## src/rtl/multicycle_control_fsm.sv

```systemverilog
// Multi-cycle RV32I-subset sequencer: FETCH/DECODE/EXEC/MEM/WB over a shared variable-latency memory port.
// Optional performance counters (cycle_cnt, instret_cnt) are built when MCFSM_PERF_EN is defined.
module multicycle_control_fsm #(
    parameter int XLEN   = 32,
    parameter int PERF_W = 32
) (
    input  logic            clk,
    input  logic            reset,
    input  logic [XLEN-1:0] instr,
    input  logic            zero,
    input  logic            mem_ready,
    output logic            mem_req,
    output logic            mem_we,
    output logic            addr_sel,
    output logic            ir_write,
    output logic            pc_write,
    output logic            pc_src,
    output logic            RegWrite,
    output logic            ALUSrc,
    output logic [3:0]      ALU_control,
    output logic            MemtoReg,
    output logic [1:0]      signexselec,
    output logic            halted,
    output logic [2:0]      state_o
`ifdef MCFSM_PERF_EN
    ,
    output logic [PERF_W-1:0] cycle_cnt,
    output logic [PERF_W-1:0] instret_cnt
`endif
);

    typedef enum logic [2:0] {
        S_IDLE   = 3'd0,
        S_FETCH  = 3'd1,
        S_DECODE = 3'd2,
        S_EXEC   = 3'd3,
        S_MEM    = 3'd4,
        S_WB     = 3'd5,
        S_HALT   = 3'd6
    } state_t;

    typedef enum logic [2:0] {
        C_R      = 3'd0,
        C_I      = 3'd1,
        C_LOAD   = 3'd2,
        C_STORE  = 3'd3,
        C_BRANCH = 3'd4
    } cls_t;

    localparam logic [6:0] OP_R      = 7'b0110011;
    localparam logic [6:0] OP_I      = 7'b0010011;
    localparam logic [6:0] OP_LOAD   = 7'b0000011;
    localparam logic [6:0] OP_STORE  = 7'b0100011;
    localparam logic [6:0] OP_BRANCH = 7'b1100011;

    localparam logic [3:0] ALU_ADD  = 4'b0000;
    localparam logic [3:0] ALU_SUB  = 4'b0001;
    localparam logic [3:0] ALU_AND  = 4'b0010;
    localparam logic [3:0] ALU_OR   = 4'b0011;
    localparam logic [3:0] ALU_XOR  = 4'b0100;
    localparam logic [3:0] ALU_SLL  = 4'b0101;
    localparam logic [3:0] ALU_SRL  = 4'b0110;
    localparam logic [3:0] ALU_SRA  = 4'b0111;
    localparam logic [3:0] ALU_SLT  = 4'b1000;
    localparam logic [3:0] ALU_SLTU = 4'b1001;

    state_t     state_q, state_d;
    cls_t       cls_q, cls_d;
    logic       illegal;
    logic [6:0] opcode;
    logic [2:0] funct3;
    logic       f7b5;
    logic       br_ok;
    logic       br_taken;
    logic       unused_instr_bits;

    assign opcode            = instr[6:0];
    assign funct3            = instr[14:12];
    assign f7b5              = instr[30];
    assign unused_instr_bits = ^{instr[XLEN-1:31], instr[29:15], instr[11:7]};
    assign state_o           = state_q;

    // I-type ignores funct7 for ADDI; only the shift-right pair uses bit 30 there.
    function automatic logic [3:0] alu_decode(input logic [2:0] f3, input logic b30, input logic is_r);
        logic [3:0] op;
        case (f3)
            3'b000:  op = (is_r && b30) ? ALU_SUB : ALU_ADD;
            3'b001:  op = ALU_SLL;
            3'b010:  op = ALU_SLT;
            3'b011:  op = ALU_SLTU;
            3'b100:  op = ALU_XOR;
            3'b101:  op = b30 ? ALU_SRA : ALU_SRL;
            3'b110:  op = ALU_OR;
            default: op = ALU_AND;
        endcase
        alu_decode = op;
    endfunction

    always_comb begin
        cls_d   = C_R;
        illegal = 1'b0;
        case (opcode)
            OP_R:      cls_d = C_R;
            OP_I:      cls_d = C_I;
            OP_LOAD:   cls_d = C_LOAD;
            OP_STORE:  cls_d = C_STORE;
            OP_BRANCH: cls_d = C_BRANCH;
            default:   illegal = 1'b1;
        endcase
    end

    assign br_ok    = (funct3 == 3'b000) || (funct3 == 3'b001);
    assign br_taken = (funct3 == 3'b000) ? zero : !zero;

    always_ff @(posedge clk or posedge reset) begin
        if (reset) begin
            state_q <= S_IDLE;
            cls_q   <= C_R;
        end else begin
            state_q <= state_d;
            if (state_q == S_DECODE) cls_q <= cls_d;
        end
    end

    // Outputs decode from the state register; FETCH/MEM handshakes and branch resolve are Mealy.
    always_comb begin
        state_d     = state_q;
        mem_req     = 1'b0;
        mem_we      = 1'b0;
        addr_sel    = 1'b0;
        ir_write    = 1'b0;
        pc_write    = 1'b0;
        pc_src      = 1'b0;
        RegWrite    = 1'b0;
        ALUSrc      = 1'b0;
        ALU_control = ALU_ADD;
        MemtoReg    = 1'b0;
        signexselec = 2'b00;
        halted      = 1'b0;
        case (state_q)
            S_IDLE: state_d = S_FETCH;
            S_FETCH: begin
                mem_req = 1'b1;
                if (mem_ready) begin
                    ir_write = 1'b1;
                    pc_write = 1'b1;
                    state_d  = S_DECODE;
                end
            end
            S_DECODE: state_d = illegal ? S_HALT : S_EXEC;
            S_EXEC: begin
                case (cls_q)
                    C_R, C_I: begin
                        ALUSrc      = (cls_q == C_I);
                        ALU_control = alu_decode(funct3, f7b5, cls_q == C_R);
                        state_d     = S_WB;
                    end
                    C_LOAD, C_STORE: begin
                        ALUSrc      = 1'b1;
                        signexselec = (cls_q == C_STORE) ? 2'b01 : 2'b00;
                        state_d     = S_MEM;
                    end
                    C_BRANCH: begin
                        ALU_control = ALU_SUB;
                        signexselec = 2'b10;
                        if (!br_ok) begin
                            state_d = S_HALT;
                        end else begin
                            pc_write = br_taken;
                            pc_src   = br_taken;
                            state_d  = S_FETCH;
                        end
                    end
                    default: state_d = S_HALT;
                endcase
            end
            S_MEM: begin
                mem_req  = 1'b1;
                addr_sel = 1'b1;
                mem_we   = (cls_q == C_STORE);
                if (mem_ready) state_d = (cls_q == C_STORE) ? S_FETCH : S_WB;
            end
            S_WB: begin
                RegWrite = 1'b1;
                MemtoReg = (cls_q == C_LOAD);
                state_d  = S_FETCH;
            end
            S_HALT: halted = 1'b1;
            default: state_d = S_IDLE;
        endcase
    end

`ifdef MCFSM_PERF_EN
    logic [PERF_W-1:0] cycle_q, instret_q;
    logic              retire;

    assign retire = (state_q == S_WB)
                 || (state_q == S_MEM && cls_q == C_STORE && mem_ready)
                 || (state_q == S_EXEC && cls_q == C_BRANCH && br_ok);

    always_ff @(posedge clk or posedge reset) begin
        if (reset) begin
            cycle_q   <= '0;
            instret_q <= '0;
        end else begin
            if (state_q != S_IDLE && state_q != S_HALT) cycle_q <= cycle_q + 1'b1;
            if (retire) instret_q <= instret_q + 1'b1;
        end
    end

    assign cycle_cnt   = cycle_q;
    assign instret_cnt = instret_q;
`else
    localparam int unused_perf_w = PERF_W;
`endif

endmodule
```

## config.mk

```make
export PLATFORM = sky130hd
export DESIGN_NAME = multicycle_control_fsm
export DESIGN_NICKNAME = d
export VERILOG_FILES = /design/src/rtl/multicycle_control_fsm.sv
export SDC_FILE = /design/constraint.sdc
export NUM_CORES = 1
export LEC_CHECK = 0
export CORE_MARGIN = 5
export CORE_UTILIZATION = 30
export DETAILED_ROUTE_END_ITERATION = 16
export PLACE_DENSITY = 0.8
export SLEW_MARGIN = 0
export SYNTH_ARGS = -nofsm -noshare
export SYNTH_HDL_FRONTEND = slang
export SYNTH_SLANG_ARGS = --single-unit
```

## constraint.sdc

```tcl
create_clock -name clk -period 1.6 [get_ports clk]
set_input_delay 0.24 -clock clk [delete_from_list [all_inputs] [get_ports clk]]
set_output_delay 0.24 -clock clk [all_outputs]
set_load 0.01 [all_outputs]
```

==> results of run 1 <==
[cells in the mapped netlist, drive strengths merged (2+ instances only)]
cell type | n | area, um2
inv | 2 | 7.51
o41ai | 3 | 41.3
nor2 | 7 | 26.3
o21ai | 3 | 15.0
buf | 3 | 23.8
xnor2 | 2 | 17.5
clkbuf | 2 | 7.51
nand2 | 5 | 18.8
nand3b | 3 | 22.5
a21oi | 3 | 15.0
nor3b | 3 | 22.5
nand2b | 5 | 31.3
a21o | 3 | 22.5
nand4bb | 2 | 22.5
o21a | 2 | 15.0
dfrtp | 6 | 150
and3 | 2 | 12.5
nor3 | 5 | 25.0
[kinds of logic after synthesis]
group / synth area share
xor+xnor: 0.0301
simple gates: 0.387
buf+inv: 0.0667
compound gates: 0.258
flops: 0.258
[critical path: cells and delay by family, from the launching register on]
family,cells,cell delay (ns)
AND/OR/NAND/NOR,1,0.47
buffers and inverters,2,0.25
AO/OA/AOI/OAI,2,0.28
flip-flops,1,0.40
[layout make-up]
type / instances / area share
repair buffers: 68 / 0.454
well taps: 27 / 0.0253
multi-input cells: 59 / 0.385
clock buffers: 3 / 0.0169
inverters: 2 / 0.00562
flip-flops and latches: 6 / 0.113
[power groups by stage]
stage	registers [mW]	clock network [mW]	logic (mW)
4_1_cts	0.281	0.141	1.17
3_3_place_gp	0.246	0	1.00
2_1_floorplan	0.283	0	0.463
6_report	0.295	0.133	1.49
3_5_place_dp	0.254	0	1.03
5_1_grt	0.300	0.148	1.59
[state kept, by name, summed over array words and instances, names as in the netlist]
signal and flops:
state_o 3, cls_q 3
[stage by stage]
stage | setup TNS, ns | worst slack [ns]
after floorplan | -0.00274 | -0.00274
after global placement | -3.41 | -0.564
after detailed placement | -3.85 | -0.677
after global routing | -1.65 | -0.345
after CTS | -0.733 | -0.289
final | -0.989 | -0.284
[path summary, 6_finish.rpt]
| path | startpoint | to | slack, ns | cells past startpoint |
|---|---|---|---|---|
| max reg2reg | state_o[0] | cls_q[0] | 0.06 | 4 |
| max in group asynchronous | reset | state_o[0] | 1.19 | 2 |
| min in group clk | cls_q[2] | cls_q[2] | 0.66 | 3 |
| max | cls_q[1] | ALU_control[0] | -0.28 | 5 |
| min | reset | state_o[2] | 0.21 | 2 |
| min reg2reg | cls_q[2] | cls_q[2] | 0.66 | 3 |
[layer usage]
layer	wire length, um	share of wire	vias up
li1	-	-	397
met1	1130	0.42	408
met2	1430	0.53	21
met3	99	0.037	4
met4	50	0.018	0
met5	0	0	-
[timing repair]
| item | CTS | global route |
|---|---|---|
| hold buffers | 0 | 0 |
| gates resized for setup | 71 | 36 |
| pin swaps | 7 | 11 |
| buffers inserted | 4 | 9 |
| hold endpoints to repair | 0 | 0 |
| cloned | 1 | 1 |
| endpoints found under the setup margin | 16 | 22 |
==> results.env, run 1 <==
STATUS='finished, violations left'
FAILED_CHECKS='negative setup slack'
TOTAL_VIA_COUNT_IN_THE_ROUTED_DESIGN=830
GR-USAGE-ALL-LAYERS=0.188
DRC=0
GRT_MAX_USAGE_LAYER='met2'
GPL.FINAL_WEIGHTED_CONGESTION=0.791
POST-ROUTE-CELL-AREA_MM2=0.00134
FINALWIRELENGTH_MM=2.71
FINAL.PERIOD_UTILIZATION=1.18
LAYOUT_SETUP_WS_NS=-0.284
REPORT.FINAL.HOLD_VIOL_COUNT=0
GRT_PASS1_VIAS=866
POST_ROUTE_CELLS_DRIVE_ABOVE_1_SHARE=0.558
P_COMB_FRAC=0.777
CLOCK-SKEW-FINAL_NS=0.00474
WIRE_PER_INST_UM=16.4
GRT_UTIL_MET1=0.206
CLKSLEWWORSTSETUPHOLDPATHS_NS=0.04
DIE_W_UM=54.0
GRT_PASS1_WL_MM=4.02
MASTER_OF_THE_SLOWEST_INSTANCE_ON_THE_CRITICAL_PATH='sky130_fd_sc_hd__or4b_4'
CP_CELL_SEQUENCE='buf_6, or4b_4, o21ai_2, a21o_1, buf_6'
FINALSETUPVIOLATIONS=9
ANTENNA_CELLS_INSERTED=0
INTPOWER_mW=1.16
SYNTH_EDF_COUNT=0
LAYOUT_COMMON_CELLS='sky130_fd_sc_hd__buf_4 (25), sky130_fd_sc_hd__clkdlybuf4s50_1 (14), sky130_fd_sc_hd__buf_6 (13), sky130_fd_sc_hd__buf_2 (10), sky130_fd_sc_hd__nor2_1 (6)'
HOLDWS_NS=0.206
SEQ_POWER_SHARE=0.154
RSZ_0062_RAISED_AFTER_GLOBAL_ROUTING='yes'
INSERTION_DELAY_NS=0.24
CRIT_REQUIRED_NS=1.36
ROW_COUNT=16
NETLIST_INSTANCES=72
SEQ_AREA_UM2=151
H_TREE_LEVEL_COUNT=1
DP.CELLS=150
IO_PINS=55
MAX_SLEW_MARGIN=0.754
WORST_PIN_SLEW_NS=0.366
PLACE.PORT_BUFFERS=33
WORSTSETUPSTARTPOINTTYPE='flop'
TOTAL_POWER_mW=1.92
POWER.STATIC_LEAKAGE_nW=0.662
SLEW_VIOL_FINAL=0
GRT_UTIL_MET2=0.343
CTS_BUFFERS=3
DIE_HEIGHT_UM=54.0
SYNTH_CELL_TYPES=32
FINAL_COMMON_CELL='sky130_fd_sc_hd__buf_4'
SYNTH.YOSYS.SEQ_AREA_SHARE=0.258
WORST_HOLD_PATH_TYPE='in -> async'
DRT_ITER0_MARKERS=8
USE_MET3=0.0471
VIASPERCELL=5.03
POWER_SWITCHING_mW=0.760
SYNTH-SEQ-CELLS=6
FOOTPRINT_OF_THE_MULTI_INPUT_GATES_UM2=514
TIMING.CRITICAL_PATH.SLOWEST_CELL_DELAY_NS=0.47
AREA_GROWTH_SYN_TO_LAYOUT_PCT=130
TIMING.CRITICAL_PATH.FANOUT_MAX=2
PLACEMENT.CELL_AREA_MM2=0.00109
SYN-MEAN-INSTANCE-AREA_UM2=8.08
IRDROPWORSTVDD_mV=0.854
FMAX_GHz=0.531
DIEAREA_MM2=0.00292
CRITPATHARRIVALTIME_NS=1.64
CRITICALPATHCATEGORY='reg -> out'
NETSWITCHINGFRACTION=0.396
HPWL_MM=1.71
CPMOSTUSEDCELL='sky130_fd_sc_hd__buf_6'
FINALWORSTPATHREQUIREDPERIOD_NS=1.88
STDCELL_COUNT=165
GRT_START_MAX_NET_PINS=12
ANTENNA_VIOLATING_NETS_POST_ROUTE=0
CTSLONGESTPATHBUFFERS=2
ANTENNA_FOUND_INITIAL=0
CTSROOTBUFFERMASTER='sky130_fd_sc_hd__clkbuf_4'
FINAL_NET_COUNT=176
CTS_TREE='done'
SYNTH_FP_NETS=108
CP-END-KIND='primary output'
LAYOUT.FILLER_CELLS=134
SYNTH_AREA_UM2=582
SYNTHESIS.YOSYS.WARNINGS=0
P_PER_AREA_mW_PER_MM2=1440
P_CLK_FRAC=0.069
MAX_CAP_VIOL_COUNT=0
DETAIL_ROUTE.FIRST_PASS.ITERATIONS=4
OVERFLOW=0
YS.FLOP_TYPE='sky130_fd_sc_hd__dfrtp_1'
CORE_AREA_MM2=0.00190
CTS.SINKS=6
INITIAL_UTILIZATION=0.306
POST-ROUTE-UTIL=0.703
POSTSYNTH.ASYNCRESETSHARE=1.00
(Power assumes the default switching activity.)
==> inputs of run 2 (changes only) <==
Settings changed: CAP_MARGIN set to 0.
Clock period 1.6 ns to 2 ns, I/O delays scaled along.
==> results.env, run 2 (synthesis gave the netlist of run 1 again) <==
REPORT.FINAL.HOLD_VIOL_COUNT=0
IO_PINS=55
TIMING.CRITICAL_PATH.FANOUT_MAX=3
CORE_AREA_MM2=0.00190
FINALWORSTPATHREQUIREDPERIOD_NS=1.93
DRC=0
CLKSLEWWORSTSETUPHOLDPATHS_NS=0.04
HOLDWS_NS=0.270
DETAIL_ROUTE.FIRST_PASS.ITERATIONS=4
GR-USAGE-ALL-LAYERS=0.150
LAYOUT_COMMON_CELLS='sky130_fd_sc_hd__clkdlybuf4s50_1 (17), sky130_fd_sc_hd__buf_4 (12), sky130_fd_sc_hd__dlygate4sd2_1 (9), sky130_fd_sc_hd__nor2_1 (7), sky130_fd_sc_hd__dfrtp_1 (6)'
SEQ_AREA_UM2=150
STATUS='finished clean'
RSZ_0062_RAISED_AFTER_GLOBAL_ROUTING='no'
ROUTED-WL-MET2_MM=1.02
CRITICALPATHCATEGORY='reg -> out'
CTS_TREE='done'
ANTENNA_VIOLATING_NETS_POST_ROUTE=0
VIASPERCELL=4.83
CTS.HOLD.BUFFERS_ADDED=0
ROW_COUNT=16
MAX_CAP_VIOL_COUNT=0
FINALSETUPVIOLATIONS=0
CTSROOTBUFFERMASTER='sky130_fd_sc_hd__clkbuf_4'
DIEAREA_MM2=0.00292
OVERFLOW=0
GRT_PASS1_VIAS=719
MAX_SLEW_MARGIN=0.740
CP_CELL_SEQUENCE='buf_4, or4b_1, o21ai_1, a21o_1, buf_2'
PLACE.PORT_BUFFERS=33
H_TREE_LEVEL_COUNT=1
INITIAL_UTILIZATION=0.306
CLOCK-SKEW-FINAL_NS=0.00235
ANTENNA_FOUND_INITIAL=0
GRT_PASS1_WL_MM=3.22
POST-ROUTE-CELL-AREA_MM2=0.00105
IRDROPWORSTVDD_mV=0.516
DIE_W_UM=54.0
GRT_START_MAX_NET_PINS=13
STDCELL_COUNT=143
P_COMB_FRAC=0.691
HPWL_MM=1.48
CTS_BUFFERS=3
TOPROUTINGLAYERUSED='met3'
NETSWITCHINGFRACTION=0.403
DIE_HEIGHT_UM=54.0
DRT_ITER0_MARKERS=4
MASTER_OF_THE_SLOWEST_INSTANCE_ON_THE_CRITICAL_PATH='sky130_fd_sc_hd__or4b_1'
GPL.FINAL_WEIGHTED_CONGESTION=0.777
P_CLK_FRAC=0.101
WORST_PATH_DOMINANT_CELL_FAMILY='simple AND/OR/NAND/NOR gates'
INTPOWER_mW=0.625
SEQ_POWER_SHARE=0.209
WORSTPATHBUFFERINVERTERCOUNT=2
FINALWIRELENGTH_MM=1.89
POWER_SWITCHING_mW=0.421
WIRE_PER_INST_UM=13.2
FINAL_NET_COUNT=154
WORSTSETUPSTARTPOINTTYPE='flop'
PLACEMENT.CELL_AREA_MM2=0.00100
POST_ROUTE_CELLS_DRIVE_ABOVE_1_SHARE=0.224
AREA_GROWTH_SYN_TO_LAYOUT_PCT=80.6
CTS.SINKS=6
DP.CELLS=139
FMAX_GHz=0.517
LAYOUT.FILLER_CELLS=180
FINAL.PERIOD_UTILIZATION=0.967
SLEW_VIOL_FINAL=0
TIMING.CRITICAL_PATH.SLOWEST_CELL_DELAY_NS=0.49
CTSLONGESTPATHBUFFERS=2
TOTAL_VIA_COUNT_IN_THE_ROUTED_DESIGN=690
CP-END-KIND='primary output'
CRIT_REQUIRED_NS=1.70
CRITPATHARRIVALTIME_NS=1.63
P_PER_AREA_mW_PER_MM2=995
INSERTION_DELAY_NS=0.24
FOOTPRINT_OF_THE_MULTI_INPUT_GATES_UM2=422
POWER.STATIC_LEAKAGE_nW=0.546
ANTENNA_CELLS_INSERTED=0
WORST_HOLD_PATH_TYPE='in -> async'
MET3_WIRELENGTH_UM=65
WORST_PIN_SLEW_NS=0.386
ROUTEDLENGTHMET1_UM=812
FINAL_COMMON_CELL='sky130_fd_sc_hd__clkdlybuf4s50_1'
-- run 2: cell count changes in the layout (fill, tap and decap cells not counted), sizes merged --
cell / change
dlygate4sd2: +9
dlymetal6s2s: +1
buf: -35
clkdlybuf4s50: +3
-- run 2: timing repair --
item	CTS	global route
pin swaps	1	2
resized for setup	20	10
buffers inserted	1	0
endpoints found under the setup margin	12	8
-- run 2: final cells by class --
cell class	count	area share
Clock buffer	3	0.0214
Timing Repair Buffer	46	0.395
Multi-Input combinational cell	59	0.401
Tap cell	27	0.0321
Inverter	2	0.00714
Sequential cell	6	0.143
-- run 2: worst paths after layout --
path / start / endpoint / slack [ns] / depth (start not counted)
setup / recovery: cls_q[1] / ALU_control[0] / 0.07 / 5
hold / removal: reset / state_o[2] / 0.27 / 2
setup reg to reg: cls_q[1] / state_o[1] / 0.49 / 5
hold reg to reg: cls_q[1] / cls_q[1] / 0.63 / 3
max in group asynchronous: reset / cls_q[0] / 1.55 / 2
min in group clk: cls_q[1] / cls_q[1] / 0.63 / 3
-- run 2: metal layers --
| metal | vias up | track usage |
|---|---|---|
| li1 | 355 | - |
| met1 | 323 | 0.186 |
| met2 | 12 | 0.258 |
| met3 | 0 | 0.0277 |
| met4 | 0 | 0.0539 |
| met5 | - | 0 |
-- run 2: worst reg2reg max path, cell delays in order (launching register included) --
cell and delay, ns:
sky130_fd_sc_hd__dfrtp_1 0.38, sky130_fd_sc_hd__buf_4 0.15, sky130_fd_sc_hd__buf_4 0.14, sky130_fd_sc_hd__nor4_1 0.38
sky130_fd_sc_hd__o21ai_0 0.16, sky130_fd_sc_hd__a21o_1 0.20
-- run 2: power by group through the flow --
stage          clock [mW]  combinational (mW)  sequential (mW)
3_3_place_gp            0               0.709            0.203
3_5_place_dp            0               0.720            0.206
4_1_cts             0.112               0.726            0.215
2_1_floorplan           0               0.369            0.225
6_report            0.106               0.722            0.218
5_1_grt             0.119               0.799            0.223
-- run 2: stage by stage --
stage | utilization | worst slack (ns) | TNS, ns | power (mW)
after CTS | 0.550 | 0.00789 | 0 | 1.05
after detailed placement | 0.528 | -0.330 | -0.908 | 0.926
after floorplan | - | 0.261 | 0 | 0.593
after global routing | 0.553 | 0.00199 | 0 | 1.14
final | 0.553 | 0.0669 | 0 | 1.05
after global placement | 0.528 | -0.290 | -0.719 | 0.912
